==> src/rtl/battlechip_pkg.sv <==
// Shared constants and types for the battlechip targeting blocks.
//   BOARD_DIM / NUM_CELLS : board geometry (10x10, 100 cells)
//   DENS_W                : width of one density-map entry
//   dens_t, cell_idx_t, coord_t : common datapath types
//   ts_state_e            : target-select controller states
package battlechip_pkg;

  localparam int BOARD_DIM = 10;
  localparam int NUM_CELLS = BOARD_DIM * BOARD_DIM;
  localparam int DENS_W    = 6;

  typedef logic [DENS_W-1:0] dens_t;
  typedef logic [6:0]        cell_idx_t;
  typedef logic [3:0]        coord_t;

  typedef enum logic [1:0] {
    TS_IDLE = 2'd0,
    TS_SCAN = 2'd1,
    TS_DONE = 2'd2
  } ts_state_e;

endpackage

==> src/rtl/ai_target_select.sv <==
// Picks the next shot: the unfired cell with the highest density in the
// AI's placement-density map. Inputs are snapshotted at start so the AI can
// recompute while the scan runs; one cell is examined per clock.
//
// Ports:
//   clk          in   system clock, rising edge
//   rst_n        in   synchronous active-low reset
//   start        in   request a selection (only honoured in IDLE)
//   density      in   per-cell density, cell index = row*10+col
//   fired        in   1 = cell already shot
//   busy         out  high while scanning
//   done         out  one-cycle pulse, result valid from this cycle on
//   target_valid out  an unfired cell was found
//   target_idx   out  selected cell index
//   target_row   out  selected row
//   target_col   out  selected column
//   target_dens  out  density of the selected cell
//
// state   | meaning
// --------+-----------------------------------------------------------
// TS_IDLE | waiting for start; outputs hold the previous result
// TS_SCAN | examining snapshot cell scan_idx_q, updating best-so-far
// TS_DONE | publishing best-so-far, pulsing done, back to IDLE
module ai_target_select
  import battlechip_pkg::cell_idx_t, battlechip_pkg::coord_t,
         battlechip_pkg::ts_state_e, battlechip_pkg::TS_IDLE,
         battlechip_pkg::TS_SCAN, battlechip_pkg::TS_DONE;
#(
  parameter int         BOARD_DIM  = 10,
  parameter int         DENS_W     = 6,
  parameter int         TIE_RANDOM = 0,
  parameter logic [7:0] LFSR_SEED  = 8'hA5
) (
  input  logic                                        clk,
  input  logic                                        rst_n,
  input  logic                                        start,
  input  logic [BOARD_DIM*BOARD_DIM-1:0][DENS_W-1:0] density,
  input  logic [BOARD_DIM*BOARD_DIM-1:0]              fired,
  output logic                                        busy,
  output logic                                        done,
  output logic                                        target_valid,
  output logic [6:0]                                  target_idx,
  output logic [3:0]                                  target_row,
  output logic [3:0]                                  target_col,
  output logic [DENS_W-1:0]                           target_dens
);

  localparam int        NUM_CELLS = BOARD_DIM * BOARD_DIM;
  localparam cell_idx_t LAST_IDX  = cell_idx_t'(NUM_CELLS - 1);
  localparam coord_t    LAST_COL  = coord_t'(BOARD_DIM - 1);

  ts_state_e state_q;

  logic [NUM_CELLS-1:0][DENS_W-1:0] snap_dens_q;
  logic [NUM_CELLS-1:0]             snap_fired_q;

  cell_idx_t scan_idx_q;
  coord_t    row_q, col_q;

  logic              best_valid_q;
  logic [DENS_W-1:0] best_dens_q;
  cell_idx_t         best_idx_q;
  coord_t            best_row_q, best_col_q;

  logic [7:0] lfsr_q, lfsr_d;

  logic              busy_q, done_q, target_valid_q;
  cell_idx_t         target_idx_q;
  coord_t            target_row_q, target_col_q;
  logic [DENS_W-1:0] target_dens_q;

  logic [DENS_W-1:0] cur_dens;
  logic              cand;
  logic              replace;

  // x^8+x^6+x^5+x^4+1, Fibonacci form, free-running
  always_comb begin
    lfsr_d = {lfsr_q[6:0], lfsr_q[7] ^ lfsr_q[5] ^ lfsr_q[4] ^ lfsr_q[3]};
  end

  always_comb begin
    cur_dens = snap_dens_q[scan_idx_q];
    cand     = ~snap_fired_q[scan_idx_q];
    replace  = cand && (!best_valid_q || (cur_dens > best_dens_q) ||
               ((TIE_RANDOM != 0) && (cur_dens == best_dens_q) && lfsr_q[0]));
  end

  always_ff @(posedge clk) begin
    if (!rst_n) begin
      state_q        <= TS_IDLE;
      snap_dens_q    <= '0;
      snap_fired_q   <= '0;
      scan_idx_q     <= '0;
      row_q          <= '0;
      col_q          <= '0;
      best_valid_q   <= 1'b0;
      best_dens_q    <= '0;
      best_idx_q     <= '0;
      best_row_q     <= '0;
      best_col_q     <= '0;
      lfsr_q         <= LFSR_SEED;
      busy_q         <= 1'b0;
      done_q         <= 1'b0;
      target_valid_q <= 1'b0;
      target_idx_q   <= '0;
      target_row_q   <= '0;
      target_col_q   <= '0;
      target_dens_q  <= '0;
    end else begin
      lfsr_q <= lfsr_d;
      done_q <= 1'b0;
      unique case (state_q)
        TS_IDLE: begin
          if (start) begin
            snap_dens_q  <= density;
            snap_fired_q <= fired;
            best_valid_q <= 1'b0;
            best_dens_q  <= '0;
            best_idx_q   <= '0;
            best_row_q   <= '0;
            best_col_q   <= '0;
            scan_idx_q   <= '0;
            row_q        <= '0;
            col_q        <= '0;
            busy_q       <= 1'b1;
            state_q      <= TS_SCAN;
          end
        end
        TS_SCAN: begin
          if (replace) begin
            best_valid_q <= 1'b1;
            best_dens_q  <= cur_dens;
            best_idx_q   <= scan_idx_q;
            best_row_q   <= row_q;
            best_col_q   <= col_q;
          end
          if (scan_idx_q == LAST_IDX) begin
            state_q <= TS_DONE;
          end else begin
            scan_idx_q <= scan_idx_q + 7'd1;
            // row/col follow the index so the result needs no divider
            if (col_q == LAST_COL) begin
              col_q <= '0;
              row_q <= row_q + 4'd1;
            end else begin
              col_q <= col_q + 4'd1;
            end
          end
        end
        TS_DONE: begin
          done_q         <= 1'b1;
          busy_q         <= 1'b0;
          target_valid_q <= best_valid_q;
          target_idx_q   <= best_valid_q ? best_idx_q  : '0;
          target_row_q   <= best_valid_q ? best_row_q  : '0;
          target_col_q   <= best_valid_q ? best_col_q  : '0;
          target_dens_q  <= best_valid_q ? best_dens_q : '0;
          state_q        <= TS_IDLE;
        end
        default: state_q <= TS_IDLE;
      endcase
    end
  end

  assign busy         = busy_q;
  assign done         = done_q;
  assign target_valid = target_valid_q;
  assign target_idx   = target_idx_q;
  assign target_row   = target_row_q;
  assign target_col   = target_col_q;
  assign target_dens  = target_dens_q;

endmodule

==> config.mk <==
export PLATFORM = sky130hd
export DESIGN_NAME = ai_target_select
export DESIGN_NICKNAME = d
export VERILOG_FILES = /design/src/rtl/battlechip_pkg.sv /design/src/rtl/ai_target_select.sv
export SDC_FILE = /design/constraint.sdc
export NUM_CORES = 2
export LEC_CHECK = 0
export CAP_MARGIN = 20
export CORE_MARGIN = 1.5
export CORE_UTILIZATION = 37
export CTS_BUF_LIST = sky130_fd_sc_hd__clkbuf_16
export DETAILED_ROUTE_END_ITERATION = 10
export RECOVER_POWER = 25
export SYNTH_ARGS = -nofsm -noshare
export SYNTH_HDL_FRONTEND = slang
export SYNTH_SLANG_ARGS = --single-unit
==> constraint.sdc <==
create_clock -name clk -period 5.8 [get_ports clk]
set_clock_uncertainty 0.15 [all_clocks]
set_input_delay 1.74 -clock clk [delete_from_list [all_inputs] [get_ports clk]]
set_output_delay 1.74 -clock clk [all_outputs]
set_load 0.02 [all_outputs]
== Word level (Yosys, flattened, before mapping) ==
Cells that the tools add are included.
Storage, ports and cells
  flip-flop bits (word level): 763
  latch bits: 0
  RAM bits: 0
  ROM bits: 0
  output and inout bits: 24
  word-level logic and storage cells: 180
  memories: 0
Cells by class
  add/sub/neg operators: 3
  multiply operators: 0
  divide/modulo/power cells: 0
  magnitude comparators: 2
  equality and inequality tests: 9
  shift-type cells: 0
  multiplexer cells: 36
  bitwise logic cells: 1
  reductions and logical operators: 12
Operator list (number)
  $bmux 6 s7: 1
  $mux 4: 9
  $pmux 4 s2: 4
  $mux 7: 4
  $pmux 7 s2: 2
  $mux 6: 4
  $pmux 6 s2: 1
  $ne 2x2->1 const B: 5
  $add 4x1->4 const B: 2
  $lt 7x8->1 const B: 1
  $add 7x1->7 const B: 1
  $bmux 1 s7: 1
  $eq 7x7->1 const B: 1
  $gt 6x6->1: 1
  $reduce_and 2->1: 3
  $reduce_and 3->1: 2
  $mux 1: 5
  $eq 4x4->1 const B: 1
  $mux 2: 2
  $pmux 1 s2: 2
  $pmux 2 s2: 1
  $reduce_and 4->1: 1
  $reduce_bool 2->1: 2
  $eq 2x1->1 const B: 1
  other kinds (6): 6

== Logic depth before layout (Yosys ltp) ==
  word-level depth: 7
  gate-level depth with buffers: 21
  mapped depth without buffers: 14

== Worst setup path before layout ==
Ideal clock, no wire load.
  kind: register to register
  start point: register scan_idx_q[0]
  end point: register best_idx_q[3]
  setup time: 0.060 ns
  arrival: 4.060 ns
  data required time: 5.590 ns
  path slack: 1.530 ns
  stages on the path, launching flop included: 22
  buffers on the path: 8
  period minus slack after synthesis: 4.270 ns
  cells stage by stage: dfxtp_1 > buf_6 > buf_8 > buf_6 > buf_4 > buf_4 > buf_2 > mux4_2 > a22oi_1 > nand3_1 > nand4_1 > mux2i_1 > ha_1 > a21o_1 > a21o_1 > a221oi_1 > o21ai_0 > and4_1 > clkbuf_1 > a21oi_2 > buf_2 > a22o_1
Between the ends
  word-level cells in the longest chain between the ends: 7
  elaborated cells between the ends (all ways): 10
  classes of those cells: order compare: 1; eq/ne: 1; mux: 4; bitwise: 1; reduce/logical: 3
Ends and longest elaborated chain
  start: declaration: line ai_target_select.sv:57  | cell_idx_t scan_idx_q;
  start signal: assignment: line ai_target_select.sv:140  | scan_idx_q <= scan_idx_q + 7'd1;
  $bmux 6 s7: line ai_target_select.sv:82  | cur_dens = snap_dens_q[scan_idx_q];
  $mux 6 (not written as such): line ai_target_select.sv:82
  $gt 6x6->1: line ai_target_select.sv:84  | replace = cand && (!best_valid_q || (cur_dens > best_dens_q) ||
  $logic_or 1x1->1: line ai_target_select.sv:84
  $logic_and 1x1->1 *: line ai_target_select.sv:84
  $ne 2x2->1 (no line) *
  $reduce_and 3->1 (no line) *
  end signal: assignment: line ai_target_select.sv:133  | best_idx_q <= scan_idx_q;
  end: declaration: line ai_target_select.sv:62  | cell_idx_t best_idx_q;
Every way passes the cells marked *; elsewhere a longest branch is shown, timed or not. The select of a mux whose other input is x is not followed.
A chain may end at the register's enable or synchronous reset.

== Worst setup path after layout ==
  start point: input start
  end point: register snap_dens_q[385] (netlist name)
Between the ends
  word-level cells in the longest chain between the ends: 1
Ends and longest elaborated chain
  start: declaration: line ai_target_select.sv:36  | input logic start,
  $reduce_and 2->1 (no line)
  end signal: assignment: line ai_target_select.sv:115  | snap_dens_q <= density;
  end: declaration: line ai_target_select.sv:54  | logic [NUM_CELLS-1:0][DENS_W-1:0] snap_dens_q;
No other way between the ends.

==> summary.txt <==
Status
  – Status: finished, violations left
  – Failing checks: capacitance limit, slew limit

Floorplanning
  – Die footprint: 0.08762 mm²
  – I/O Pins: 727
  – Starting Density: 0.3731
  – FP Rows: 107
  – Core area: 0.08515 mm²
  – Chip height: 296.0 µm
  – Die W: 296.0 µm

Clock network
  – Total CTS buffers: 83
  – Clk sink count: 763
  – Max H-tree Level: 3
  – Setup bufs post-CTS: 0
  – Hold buffer count at CTS: 0
  – Resize count post-CTS: 0
  – CTS tree: built
  – CTS clk-pin slew, worst paths: 0.06 ns
  – Skew-Pair Late Insertion Delay: 0.63 ns
  – Clock Tree Buf Depth: 3
  – Root buffer cell: clkbuf_16

Worst setup path
  – CP max stage cell: clkbuf_2
  – Slowest stage delay, CP: 1.33 ns
  – Startpoint types: input pin
  – Largest delay share family, worst path: buffers and inverters
  – Reg2reg setup slack: 0.54 ns
  – CP Max Fanout: 79
  – Setup CP Type: in -> reg
  – Critical path data arrival time: 5.85 ns
  – Worst EP required: 6.19 ns
  – Crit path capture type: flip-flop
  – Buf/Inv on CP: 3
  – CP cell instances: dlygate4sd3_1 -> nor2b_1 -> nand2b_1 -> clkbuf_2 -> buf_12 -> nand2_1 -> a21oi_1

Layout
  – Design area: 0.04249 mm²
  – Layout Cells excl Fill: 5474
  – Nets: 4965
  – FILL cells: 8207
  – Layout cell share with drive strength beyond 1: 0.08499
  – End-of-flow core utilization: 0.4990
  – Area growth from synthesis to layout: 33.76%

Synth
  – Synthesized area: 0.03177 mm²
  – Post-synthesis cell type count: 58
  – Syn Nets: 4402
  – YS warnings: 0
  – Register bit total from synthesis: 763
  – Synth Instances: 3689
  – Post-synthesis sequential area ratio: 0.4808
  – Synth Area per Inst: 8.612 µm²
  – Number of synthesized flops with an enable pin: 0
  – Primary FF master, synth: dfxtp_1
  – Fraction of registers with async set/reset: 0

STA
  – Hold Violations, Final: 0
  – Final setup fails: 0
  – Worst-Margin Slew: 1.795 ns
  – Final min period: 5.459 ns
  – Slew margin rel.: -0.1968
  – Unrepaired setup endpoints after global routing: no
  – Final Max Tran Viols: 196
  – Setup_tns: 0 ns
  – Fmax: 183.2 MHz
  – Tcrit/Tclk final: 0.9412

GRT
  – Initial antenna violation count: 12
  – First-pass GRT wire length: 176200 µm
  – Overall routing resource usage: 0.2711
  – Pin count of the biggest net entering global routing: 188
  – GRT overflow: 0
  – Vias in the first global route: 27780

Pwr
  – LEAKAGE: 15.32 nW
  – Cell Pwr Density: 298.6 mW/mm²
  – Peak VDD IR: 0.2190 mV

Routing
  – Starting DRT DRC Count: 2219
  – Post-DRT Antenna Nets: 0
  – Wire per inst: 22.46 µm
  – Detailed-router iteration count before antenna repair: 5
  – Via count: 28820
  – Drt total wl: 123000 µm
  – Avg Vias per Cell: 5.265
  – DRC errors left: 0

Placement
  – GPL Wtd Cong: 0.8743
  – Post-Place Cells: 5310
  – Dpl hpwl: 91460 µm
  – Placed Instance Area: 0.03988 mm²
  – IO buf count: 726

Hold path
  – Min-Delay Path Class: reg -> reg

Run
  – Max_cap viols: 3
[flip-flops by register name (all words and copies together), names as in the netlist, 6 cells and up]
name,count
scan_idx_q,7
target_dens,6
target_idx,7
best_dens_q,6
snap_dens_q,600
snap_fired_q,100
best_idx_q,7
[path summary, 6_finish.rpt]
path / from / endpoint / cells after the start
hold / removal: snap_dens_q[207] / snap_dens_q[207] / 2
setup reg to reg: scan_idx_q[0] / best_col_q[2] / 13
setup / recovery: start / snap_dens_q[385] / 7
hold reg to reg: snap_dens_q[207] / snap_dens_q[207] / 2
[routing by layer]
layer | global-route usage | part of all wire | up-vias
met3 | 0.04639 | 0.065 | 223
met1 | 0.3403 | 0.40 | 13850
met2 | 0.4597 | 0.49 | 1079
li1 | - | - | 13670
met4 | 0.1136 | 0.041 | 6
met5 | 0 | 0.00027 | -
[worst min-delay path, stage by stage, from the launching register on]
cell	delay, ns
dfxtp_1	0.30
nand2_1	0.05
a21oi_1	0.05
[where the power goes]
part	internal, mW	leakage, nW	switching (mW)
combinational	0.863	7.70	0.848
clock	3.00	1.36	2.22
sequential	5.55	6.26	0.210
total	9.41	15.3	3.28
[cells by family after synthesis]
| kind of cell | count (synthesis) | synth area share |
|---|---|---|
| compound gates | 845 | 0.1441 |
| xor+xnor | 10 | 0.002757 |
| fa+ha+maj | 10 | 0.003939 |
| buf+inv | 317 | 0.04356 |
| flops | 763 | 0.4808 |
| mux | 212 | 0.1381 |
| simple gates | 1532 | 0.1868 |
[placed cells by master (no fill, tap or decap), types with 4 or more instances in the layout]
master / n
a211oi_1: 6
a21o_1: 4
a21oi_1: 724
a22o_1: 38
a22oi_1: 40
and3_1: 4
buf_12: 16
buf_4: 37
bufinv_16: 7
clkbuf_16: 86
clkdlybuf4s50_1: 720
clkinv_1: 20
clkinv_2: 9
clkinvlp_4: 5
dfxtp_1: 758
dfxtp_4: 4
diode_2: 12
dlygate4sd3_1: 6
ha_1: 10
inv_1: 28
mux2_2: 4
mux2i_1: 28
mux4_2: 178
nand2_1: 1432
nand2b_1: 6
nand3_1: 18
nand4_1: 16
nor2_1: 28
nor2b_1: 7
o211ai_1: 5
o21ai_0: 6
xor2_1: 8
[through the flow]
step           hold slack, ns  worst slack (ns)  power [mW]
6_report               0.3009            0.3411       12.69
5_1_grt                0.3129            0.1112       13.15
4_1_cts                0.3025            0.5222       12.78
3_5_place_dp           0.2944            0.5474       7.587
3_3_place_gp           0.2883            0.5942       7.571
2_1_floorplan          0.2815             1.530       6.672
[layout make-up]
type / count / area (µm²) / share of cell area
Antenna cell: 12 / 30.03 / 0.0007067
Sequential cell: 763 / 15290 / 0.3599
Multi-Input combinational cell: 2609 / 15130 / 0.3561
Tap cell: 1144 / 1431 / 0.03369
Timing Repair Buffer: 785 / 7910 / 0.1862
Inverter: 10 / 41.29 / 0.0009717
Clock inverter: 65 / 503.0 / 0.01184
Clock buffer: 86 / 2152 / 0.05065
[cell usage after synthesis, drive strengths merged (5+ instances only)]
cell    instances  area (µm²)
nand2        1432        5375
dfxtp         763       15270
a21oi         725        3632
clkbuf        249       934.7
mux4          180        4061
buf            58       411.6
a22oi          40       300.3
a22o           38       332.8
nor2           29       108.9
mux2i          28       280.3
nand3          18       90.09
nand4          16       100.1
ha             10       125.1
inv            10       37.53
nor2b           9       56.30
xor2            8       70.07
o21ai           7       35.03
a211oi          6       45.04
nand2b          6       37.54
and2            5       31.28
o211ai          5       37.54
Note: power is estimated with default switching activity, not from simulation.
